File: config.mk
export PLATFORM = sky130hd
export DESIGN_NAME = stereo_mixer
export DESIGN_NICKNAME = d
export VERILOG_FILES = /design/src/rtl/mixer_pkg.sv /design/src/rtl/sample_saturate.sv /design/src/rtl/stereo_mixer.sv
export SDC_FILE = /design/constraint.sdc
export NUM_CORES = 1
export LEC_CHECK = 0
export CAP_MARGIN = 40
export CELL_PAD_IN_SITES_DETAIL_PLACEMENT = 0
export CELL_PAD_IN_SITES_GLOBAL_PLACEMENT = 1
export CORE_ASPECT_RATIO = 0.5
export CORE_MARGIN = 1.5
export CORE_UTILIZATION = 44
export DETAILED_ROUTE_END_ITERATION = 6
export PLACE_DENSITY = 0.83
export SYNTH_ARGS = -nofsm -noshare
export SYNTH_HDL_FRONTEND = slang
export SYNTH_SLANG_ARGS = --single-unit
export TNS_END_PERCENT = 50
File: constraint.sdc
create_clock -name clk_in -period 12.21 [get_ports clk_in]
set_input_delay 2.442 -clock clk_in [delete_from_list [all_inputs] [get_ports clk_in]]
set_output_delay 2.442 -clock clk_in [all_outputs]
set_load 0.05 [all_outputs]
File: src/rtl/mixer_pkg.sv
// mixer_pkg: shared FSM states, accumulator width derivation and pan gain law for stereo_mixer.
package mixer_pkg;
  typedef enum logic [1:0] {IDLE, ACCUM, OUTPUT} state_t;
  typedef struct packed {
    logic [7:0] gl;
    logic [7:0] gr;
  } gain_t;
  function automatic int acc_width(input int sample_w, input int pan_w, input int num_ch);
    return sample_w + pan_w + $clog2(num_ch) + 1;
  endfunction
  function automatic gain_t pan_gain(input logic stereo, input logic en, input logic [7:0] pan,
                                     input logic [7:0] pan_max);
    gain_t g;
    g.gl = !en ? 8'd0 : stereo ? pan_max - pan : pan_max;
    g.gr = !en ? 8'd0 : stereo ? pan : pan_max;
    return g;
  endfunction
endpackage

File: src/rtl/sample_saturate.sv
// sample_saturate: drops the pan gain scaling from an accumulator and clamps it to a signed sample.
module sample_saturate #(
  parameter int ACC_W = 22,
  parameter int SAMPLE_W = 16,
  parameter int SHIFT = 3
) (
  input  logic signed [ACC_W-1:0]    acc,
  output logic signed [SAMPLE_W-1:0] sample,
  output logic                       clipped
);
  logic signed [ACC_W-1:0] sh;
  always_comb begin
    sh = acc >>> SHIFT;
    // every bit above the sample's sign bit must match it, or the value is out of range
    clipped = sh[ACC_W-1:SAMPLE_W-1] != {(ACC_W-SAMPLE_W+1){sh[SAMPLE_W-1]}};
    sample = clipped ? {sh[ACC_W-1], {(SAMPLE_W-1){~sh[ACC_W-1]}}} : sh[SAMPLE_W-1:0];
  end
endmodule

File: src/rtl/stereo_mixer.sv
// stereo_mixer: serial N-channel pan/mix with saturation; STEREO_MIXER_CLIP_COUNT_EN adds a clip event counter.
module stereo_mixer
  import mixer_pkg::*;
#(
  parameter int NUM_CH = 4,
  parameter int SAMPLE_W = 16,
  parameter int PAN_W = 3
) (
  input  logic                         clk_in,
  input  logic                         rst_in,
  input  logic                         sample_valid_in,
  input  logic [NUM_CH*SAMPLE_W-1:0]   note_data,
  input  logic [NUM_CH*PAN_W-1:0]      pan,
  input  logic [NUM_CH-1:0]            ch_enable,
  input  logic                         stereo_on,
  output logic signed [SAMPLE_W-1:0]   sample_l,
  output logic signed [SAMPLE_W-1:0]   sample_r,
  output logic                         sample_valid_out,
  output logic                         busy,
  output logic                         overrun,
  output logic [15:0]                  clip_count
);
  localparam int ACC_W = acc_width(SAMPLE_W, PAN_W, NUM_CH);
  localparam int CH_W = NUM_CH > 1 ? $clog2(NUM_CH) : 1;
  localparam logic [PAN_W-1:0] PAN_MAX = '1;
  state_t state, state_nx;
  logic [NUM_CH*SAMPLE_W-1:0] data_q;
  logic [NUM_CH*PAN_W-1:0] pan_q;
  logic [NUM_CH-1:0] en_q;
  logic stereo_q;
  logic [CH_W-1:0] ch;
  logic last;
  logic signed [ACC_W-1:0] acc_l, acc_r, smp, prod_l, prod_r;
  logic signed [SAMPLE_W-1:0] sat_l, sat_r;
  logic clip_l, clip_r;
  gain_t g;
  always_comb begin
    g = pan_gain(stereo_q, en_q[ch], 8'(pan_q[ch*PAN_W +: PAN_W]), 8'(PAN_MAX));
    smp = ACC_W'($signed(data_q[ch*SAMPLE_W +: SAMPLE_W]));
    prod_l = smp * $signed(ACC_W'(g.gl));
    prod_r = smp * $signed(ACC_W'(g.gr));
    last = ch == CH_W'(NUM_CH - 1);
    state_nx = state == IDLE  ? (sample_valid_in ? ACCUM : IDLE) :
               state == ACCUM ? (last ? OUTPUT : ACCUM) : IDLE;
  end
  assign busy = state != IDLE;
  always_ff @(posedge clk_in) begin
    if (rst_in) begin
      state <= IDLE;
      acc_l <= '0;
      acc_r <= '0;
      ch <= '0;
      sample_l <= '0;
      sample_r <= '0;
      sample_valid_out <= 1'b0;
      overrun <= 1'b0;
    end else begin
      state <= state_nx;
      sample_valid_out <= state == OUTPUT;
      if (sample_valid_in && busy) overrun <= 1'b1;
      if (state == IDLE && sample_valid_in) begin
        data_q <= note_data;
        pan_q <= pan;
        en_q <= ch_enable;
        stereo_q <= stereo_on;
        acc_l <= '0;
        acc_r <= '0;
        ch <= '0;
      end
      if (state == ACCUM) begin
        acc_l <= acc_l + prod_l;
        acc_r <= acc_r + prod_r;
        if (!last) ch <= ch + 1'b1;
      end
      if (state == OUTPUT) begin
        sample_l <= sat_l;
        sample_r <= sat_r;
      end
    end
  end
  sample_saturate #(.ACC_W(ACC_W), .SAMPLE_W(SAMPLE_W), .SHIFT(PAN_W)) u_sat_l (
    .acc(acc_l), .sample(sat_l), .clipped(clip_l));
  sample_saturate #(.ACC_W(ACC_W), .SAMPLE_W(SAMPLE_W), .SHIFT(PAN_W)) u_sat_r (
    .acc(acc_r), .sample(sat_r), .clipped(clip_r));
`ifdef STEREO_MIXER_CLIP_COUNT_EN
  always_ff @(posedge clk_in) begin
    if (rst_in) clip_count <= '0;
    else if (state == OUTPUT && (clip_l || clip_r) && clip_count != 16'hFFFF) clip_count <= clip_count + 16'd1;
  end
`else
  logic unused_clip;
  assign unused_clip = clip_l | clip_r;
  assign clip_count = '0;
`endif
endmodule

* Word-level counts from Yosys, hierarchy flattened
Cells that the tools add are included.
** Word-level totals
- Register bits :: 163
** Operators by class
- Equal/unequal tests :: 5
- Bitwise logic cells :: 3
- Mux-type cells :: 18
- Reduce and logical (&&, ||, !) cells :: 6
- Order comparisons :: 1
- Multipliers :: 3
- Shift-type cells :: 2
- Add/subtract/negate cells :: 4
** Operators with widths (number)
- 2-to-1 mux 22 bit :: 3
- indexed part select 64 x 7 -> 16 bit :: 1
- 2-to-1 mux 16 bit :: 2
- adder 22 x 20 -> 22 bit :: 1
- adder 22 bit :: 1
- multiplier 16 x 9 -> 22 bit :: 1
- multiplier 16 x 4 -> 20 bit :: 1
- 2-to-1 mux 8 bit :: 2
- 2-to-1 mux 2 bit :: 6
- inequality test 6 bit :: 2
- indexed part select 12 x 5 -> 3 bit :: 1
- 2-to-1 mux 3 bit :: 2
- == test 2 bit (second input constant) :: 2
- multiplier 2 x 2 -> 4 bit (second input constant) :: 1
- nonzero test 2 bit :: 2
- subtractor 3 x 3 -> 4 bit (first input constant) :: 1
- < comparator 2 x 3 -> 1 bit (second input constant) :: 1
- inverter 1 bit :: 3
- adder 2 x 1 -> 2 bit (second input constant) :: 1
- binary-select mux 1 bit (select 2 bit) :: 1
- == test 2 x 1 -> 1 bit (second input constant) :: 1
- logical AND 1 bit :: 2
- logical NOT 2 bit :: 1
- 2-to-1 mux 1 bit :: 2
- AND reduction 2 bit :: 1

* Logic depth before layout (Yosys ltp)
- Depth in word-level cells :: 8
- Depth in mapped cells :: 23
- Mapped depth without buffers :: 19

* Hierarchy
A second synthesis with hierarchy kept.
** Unflattened totals
- Cells, all modules :: 1283
- Area, all modules :: 12057.8 um^2
** Modules (own cells, without submodules)
- stereo_mixer :: sequential area each 4073.9 um^2, times used 1, area each 11287.1 um^2, cells each 1165
- sample_saturate :: sequential area each 0.0 um^2, times used 2, area each 385.4 um^2, cells each 59

* Least setup slack after synthesis
No wires, ideal clock.
- Path kind :: input -> register
- Start point :: input rst_in
- End point :: register data_q[0] (enable)
- Cell stages on the path :: 2
- Path buffers :: 1
- Data required time :: 11.573 ns
- Library setup time :: 0.637 ns
- Arrival time :: 8.586 ns
- Slack :: 2.988 ns
- Cells stage by stage :: clkbuf_1 > nor3b_1
** On the way
- Longest elaborated chain between the ends :: 2
** Ends and longest elaborated chain
- start, declared :: RTL line stereo_mixer.sv:10 : input logic rst_in,
- inverter 1 bit (no line)
- AND reduction 2 bit (no line)
- end signal, assigned :: RTL line stereo_mixer.sv:62 : data_q <= note_data;
- end, declared :: RTL line stereo_mixer.sv:27 : logic [NUM_CH*SAMPLE_W-1:0] data_q;
No other way between the ends.
A chain may end at the register's enable or synchronous reset.

* Final worst setup path
- Start point :: register ch[0]
- End point :: register acc_l[21]
** On the way
- Longest elaborated chain between the ends :: 8
- Elaborated cells between the ends (all ways) :: 11
- Classes of those cells :: 2 x add/sub; 2 x mul; 2 x shift; 5 x mux
** Ends and longest elaborated chain
- start, declared :: RTL line stereo_mixer.sv:31 : logic [CH_W-1:0] ch;
- start signal, assigned :: RTL line stereo_mixer.sv:73 : if (!last) ch <= ch + 1'b1;
- multiplier 2 x 2 -> 4 bit :: RTL line stereo_mixer.sv:38 : g = pan_gain(stereo_q, en_q[ch], 8'(pan_q[ch*PAN_W +: PAN_W]), 8'(PAN_MAX));
- indexed part select 12 x 5 -> 3 bit :: RTL line stereo_mixer.sv:38
- subtractor 3 x 3 -> 4 bit :: RTL line mixer_pkg.sv:14 : g.gl = !en ? 8'd0 : stereo ? pan_max - pan : pan_max;
- 2-to-1 mux 8 bit (2 in series) :: RTL line mixer_pkg.sv:14
- multiplier 16 x 9 -> 22 bit (*) :: RTL line stereo_mixer.sv:40 : prod_l = smp * $signed(ACC_W'(g.gl));
- adder 22 bit (*) :: RTL line stereo_mixer.sv:71 : acc_l <= acc_l + prod_l;
- 2-to-1 mux 22 bit (*) :: RTL line stereo_mixer.sv:70 : if (state == ACCUM) begin
- end signal, assigned :: RTL line stereo_mixer.sv:71
- end, declared :: RTL line stereo_mixer.sv:33 : logic signed [ACC_W-1:0] acc_l, acc_r, smp, prod_l, prod_r;
Mark *: on every way between the ends. The rest lies on a longest branch, timed or not. The select of a mux whose other input is x is not followed.

==> flow_summary.toml <==
[critical_path]
r2r_setup_slack_ns = 6.71
cp_slowest_cell = "dfxtp_2"
crit_buf_inv = 3
arrival_ns = 5.87
r2r.worst_path.cells = 19
crit_chain = "mux4_2, a21boi_0, buf_4, and2_1, fa_1, ha_1, ha_1, inv_1, fa_1, inv_1, ha_1, a21o_1, a211oi_2, o21ai_1, o22ai_1, a211oi_1, or4_4, a211oi_2, o21bai_1"
required_ns = 12.58
r2r-end = "acc_l[21]"
crit_path_end_kind = "register"
path_class = "register to register"
cp_max_fo = 16
setup.worst_path.start = "ch[0]"
critPathTopFamily = "adder cells"
crit_end = "acc_l[21]"
cpMostUsedCell = "ha_1"
crit_cells = 19
cpPeakStageDelay_ns = 0.65
r2r-start = "ch[0]"
start_kind = "register"

[die]
core_area_mm2 = 0.0253
dieArea_mm2 = 0.0269
num_rows = 41
start_util_pct = 45.0
ioPinCount = 135
die_width_um = 230
die_y_um = 117

[sta]
period_needed_ns = 5.50
slew_viol_final = 0
holdWs_ns = 0.473
fin_crit_sh_pct = 45.1
setup_tns_ns = 0
slew_headroom_pct = 40.0
fmax_mhz = 182
grt_setup_unrepaired = "false"
skew_ns = 0.0138
final_hold_viol_count = 0
setup_viol = 0
worst_slew_pin_slew_ns = 0.894
timing.final.ws_setup_ns = 6.71

[logic_synthesis]
synth_area_leaders = "edfxtp_1, dfxtp_1, fa_1"
synth_top_area_share_pct = 21.4
synth_edf_count = 81
yosysSeqAreaShare_pct = 35.8
synth_flop_cell = "dfxtp_1"
syn_inst = 1182
yosysWarningCount = 0
yosys.area.top_type = "edfxtp_1"
synth.cell_area_mm2 = 0.0114
async_flop_share_pct = 0
ys_ff_latch = 163
ys_types = 57
synth_area_per_cell_um2 = 9.62

[detailed_routing]
viasPerCell = 5.02
drc = 0
routedWlPerCell_um = 16.6
initialDrtViolationCount = 583
dr.pass1.iters = 4
ant_nets = 0
wirelength_um = 27300
vias = 8286

[placed_design]
place_ws_ns = 6.71
globalplace.congestion = 0.875
place_area_mm2 = 0.0129
place.port_buffers = 118
post-dp-hpwl_um = 21800

[cts]
ctsResizeCount = 0
cts_inserted_buffers = 17
ctsRootBufferMaster = "clkbuf_16"
h-tree-depth = 4
cts_tree = "yes"
cts_buffer_depth = 2
cts.sinks = 163
clock_latency_ns = 0.45
holdBufCountCts = 0
post-cts-setup-buffers = 0
clkTransAtPathRegs_ns = 0.07

[final_layout]
nets = 1551
n_antenna_cell = 0
final_cell_area_mm2 = 0.0135
layout-drive-gt1-share_pct = 6.66
area_delta_synth_final_pct = 19.0
fillers = 2306

[power_and_ir_drop]
p_leak_uw = 0.00590
power_per_cell_area_mw_per_mm2 = 143
max-vdd-ir-drop_v = 0.000103

[run_status]
outcome = "finished, final reports clean"

[run]
max_cap_viol_count = 0

[grt]
grt_pass1_wl_um = 43600
antenna_found_initial = 0
overflow = 0
grt_pass1_vias = 7946
grt_max_degree = 78
grt_use_total_pct = 21.3

[worst_hold_path]
hold_path.class = "register to register"
==> cell usage after synthesis (13+ instances only) <==
master	number
inv_1	178
nor2_1	118
ha_1	104
dfxtp_1	82
edfxtp_1	81
fa_1	69
a21oi_1	66
nand2_1	63
o21ai_0	46
and2_1	45
clkbuf_1	36
nor3_1	34
a21o_1	20
o21a_1	20
mux2i_1	17
buf_4	16
xnor2_1	15
mux2_2	14
nand2b_1	14
xor2_1	13
==> stage by stage <==
stage | cells | total power, µW | utilization, %
2_1_floorplan | 1197 | 1220 | -
3_3_place_gp | 1611 | 1390 | 50.8
3_5_place_dp | 1618 | 1410 | 51.2
4_1_cts | 1650 | 1950 | 53.5
5_1_grt | 1651 | 2090 | 53.5
6_report | 1651 | 1940 | 53.5
==> cell usage in the layout (no fill, tap or decap), types with 4 or more instances in the layout <==
master / count
inv_1: 178
nor2_1: 118
clkdlybuf4s50_1: 117
ha_1: 104
dfxtp_1: 81
edfxtp_1: 81
fa_1: 69
a21oi_1: 66
nand2_1: 63
o21ai_0: 46
and2_1: 45
nor3_1: 34
o21a_1: 20
a21o_1: 20
buf_4: 18
mux2i_1: 17
clkbuf_16: 17
conb_1: 16
xnor2_1: 15
mux2_2: 14
nand2b_1: 14
xor2_1: 13
a22oi_1: 11
o21ai_1: 10
nor2b_1: 9
a211oi_1: 9
mux4_2: 7
nand3_1: 7
a21boi_0: 6
nand4_1: 5
o31a_1: 4
a31oi_1: 4
a22o_1: 4
clkinv_4: 4
inv_8: 4
==> power by group <==
group / total [µW] / leakage, µW / internal, µW / switching, µW
sequential: 651 / 0.00142 / 614 / 37.9
combinational: 761 / 0.00421 / 319 / 442
clock: 527 / 0.000277 / 287 / 241
total: 1940 / 0.00590 / 1220 / 720
==> sequential cells by signal (all words and copies together), names as in the netlist, 2 cells and up <==
signal	cells
ch	2
sample_l	16
acc_r	22
acc_l	22
pan_q	12
data_q	64
en_q	4
state	2
sample_r	16
==> worst min-delay path by stage <==
stage,from,end,slack (ns),depth (start not counted)
after floorplan,acc_l[7],acc_l[7],0.45,2
after global placement,overrun,overrun,0.45,2
after detailed placement,overrun,overrun,0.46,2
after CTS,overrun,overrun,0.48,2
after global routing,sample_r[10],sample_r[10],0.51,2
final,overrun,overrun,0.47,2
==> cell type report <==
type / count / area, µm² / area share, %
Clock inverter: 15 / 150 / 1.11
Inverter: 178 / 668 / 4.94
Timing Repair Buffer: 139 / 1380 / 10.2
Clock buffer: 17 / 425 / 3.14
Tap cell: 344 / 430 / 3.18
Sequential cell: 163 / 4080 / 30.1
Multi-Input combinational cell: 795 / 6400 / 47.3
==> tightest hold or removal path, cell delays in order (launching register included) <==
cell and delay (ns):
dfxtp_1 0.33, a21oi_1 0.04, nor2_1 0.07
==> per-layer routing <==
metal | global-route usage, % | wire length [µm] | vias to the layer above
met5 | 0 | 0 | -
li1 | - | - | 4150
met2 | 30.9 | 11400 | 175
met3 | 3.83 | 1200 | 17
met1 | 32.4 | 14500 | 3944
met4 | 5.45 | 204 | 0
==> cell families after synthesis <==
logic type                 after synthesis  synth area share [%]
DFF                                    163                  35.8
buffers and inverters                  239                  8.46
and+or+nand+nor                        310                  12.7
xor gates and xnor gates                28                  2.16
adders and majority gates              173                  23.6
AOI/OAI and AO/OA                      230                  12.9
other                                    1                0.0330
muxes                                   38                  4.27
(Power assumes the default switching activity.)
==> RTL edit (config.mk and constraints unchanged) <==
Re-encode `state_t` (3 states) as one-hot, 3 bits wide.
--- a/src/rtl/mixer_pkg.sv
+++ b/src/rtl/mixer_pkg.sv
@@ -1,6 +1,6 @@
 // mixer_pkg: shared FSM states, accumulator width derivation and pan gain law for stereo_mixer.
 package mixer_pkg;
-  typedef enum logic [1:0] {IDLE, ACCUM, OUTPUT} state_t;
+  typedef enum logic [2:0] {IDLE = 3'b001, ACCUM = 3'b010, OUTPUT = 3'b100} state_t;
   typedef struct packed {
     logic [7:0] gl;
     logic [7:0] gr;
Behaviour: no difference found for any inputs over 4 cycles, from zero or initial values and one cycle with rst_in high; so few cycles prove little.
==> RTL edit against the unedited design <==
Sequential cell count is 1 higher; design area is 0.45% higher; worst setup slack worse by 0.82 ns; area after synthesis is 0.82% higher; routed wire length is 5.1% lower; critical path type unchanged.
Power is not compared: it rests on default switching activity, and its combinational part moved more than twofold at a synthesized area within 25%.
==> RTL edit: results (changes against the unedited design) <==
* Status: finished, final reports clean
* R2R cell count at 18 (-1)
* Clock skew at 0.0143 ns (+0.000596 ns)
* Share of post-route cells with drive strength above 1 at 0.0688 (+0.00227)
* Iteration-0 DRC Markers at 514 (-12%)
* Synth top area cells: edfxtp_1, dfxtp_1, fa_1
* N_diodes at 0 (unchanged)
* Final nets at 1566 (+0.97%)
* Fill cells at 2305 (-0.043%)
* RD Place Congestion at 0.873 (-0.23%)
* Register area share after synthesis at 0.357 (-0.00119)
* GRT Overall Usage at 0.196 (-0.0169)
* Fin crit period at 6.32 ns (+0.819 ns)
* Relative slew slack at 0.370 (-0.0299)
* Met3 wire len at 1010 um (-15%)
* Via-per-instance ratio at 5.15 (+2.5%)
* First-pass GRT wire length at 41300 um (-5.2%)
* Hold_sp: acc_l[10]$_SDFFE_PP0P_
* Vias after detailed routing at 8572 (+3.5%)
* Post-Syn Instances at 1202 (+1.7%)
* Vias in the first global route at 8272 (+4.1%)
* CP endpoint kind: register
* Pre-CTS setup slack at 5.96 ns (-0.758 ns)
* Slowest stage cell, crit path: dfxtp_2
* Routed wl met2 at 12600 um (+10%)
* R2R Setup Slk at 5.89 ns (-0.82 ns)
* Detailed placement HPWL at 20800 um (-4.5%)
* Worst hold path endpoint: acc_l[10]$_SDFFE_PP0P_
* Post-synth top cells: inv_1, nor2_1, ha_1
* Yosys cell types at 61 (+7.0%)
* TritonRoute pass-1 iters at 5 (+1)
* WL/cell at 15.6 um (-6.0%)
* WP data arrival at 6.66 ns (+0.79 ns)
* Wl on met1 at 12000 um (-17%)
## RTL edit: cell types whose count changed after synthesis, moves of 6 or more
cell      before  now
a21oi_1       66   73
and2_1        45   51
nand2_1       63   71
nand2b_1      14    6
nand3_1        7   14
nor2b_1       10    4
nor3_1        34   40
## RTL edit: where the power goes
part | internal [W] | switching (W)
combinational | 0.000144 | 0.000206
sequential | 0.000595 | 0.00000763
clock | 0.000279 | 0.000257
## RTL edit: layout make-up
class	count	area, sq um	area share
multi-input combinational	810	6470	0.476
sequential	164	4100	0.301
timing repair buffer	135	1320	0.0974
inverter	181	679	0.0500
clock buffer	18	439	0.0323
tap	344	430	0.0317
clock inverter	14	153	0.0112
## RTL edit: metrics by stage
step | power, W | cell area, sq um | hold WS (ns) | util
after CTS | 0.00150 | 13600 | 0.482 | 0.535
after floorplan | 0.000870 | 11500 | 0.447 | -
after global placement | 0.000956 | 12900 | 0.447 | 0.509
after global routing | 0.00157 | 13600 | 0.507 | 0.535
final | 0.00149 | 13600 | 0.480 | 0.535
after detailed placement | 0.000965 | 13000 | 0.464 | 0.512
## RTL edit: cells by family (layout without fill, tap and decap cells)
kind of cell | after synthesis | in the layout | synth area share
multiplexers | 41 | 41 | 0.0457
XOR/XNOR | 32 | 32 | 0.0244
buffers and inverters | 243 | 348 | 0.0856
adder cells (fa/ha/maj) | 173 | 173 | 0.234
AO/OA/AOI/OAI | 221 | 221 | 0.119
AND/OR/NAND/NOR | 327 | 327 | 0.134
other | 1 | 16 | 0.000327
flip-flops | 164 | 164 | 0.357
## RTL edit: metal layers
layer	vias to the layer above	GRT usage
li1	4223	-
met4	0	0.0475
met2	131	0.324
met3	23	0.0419
met5	-	0
met1	4195	0.265
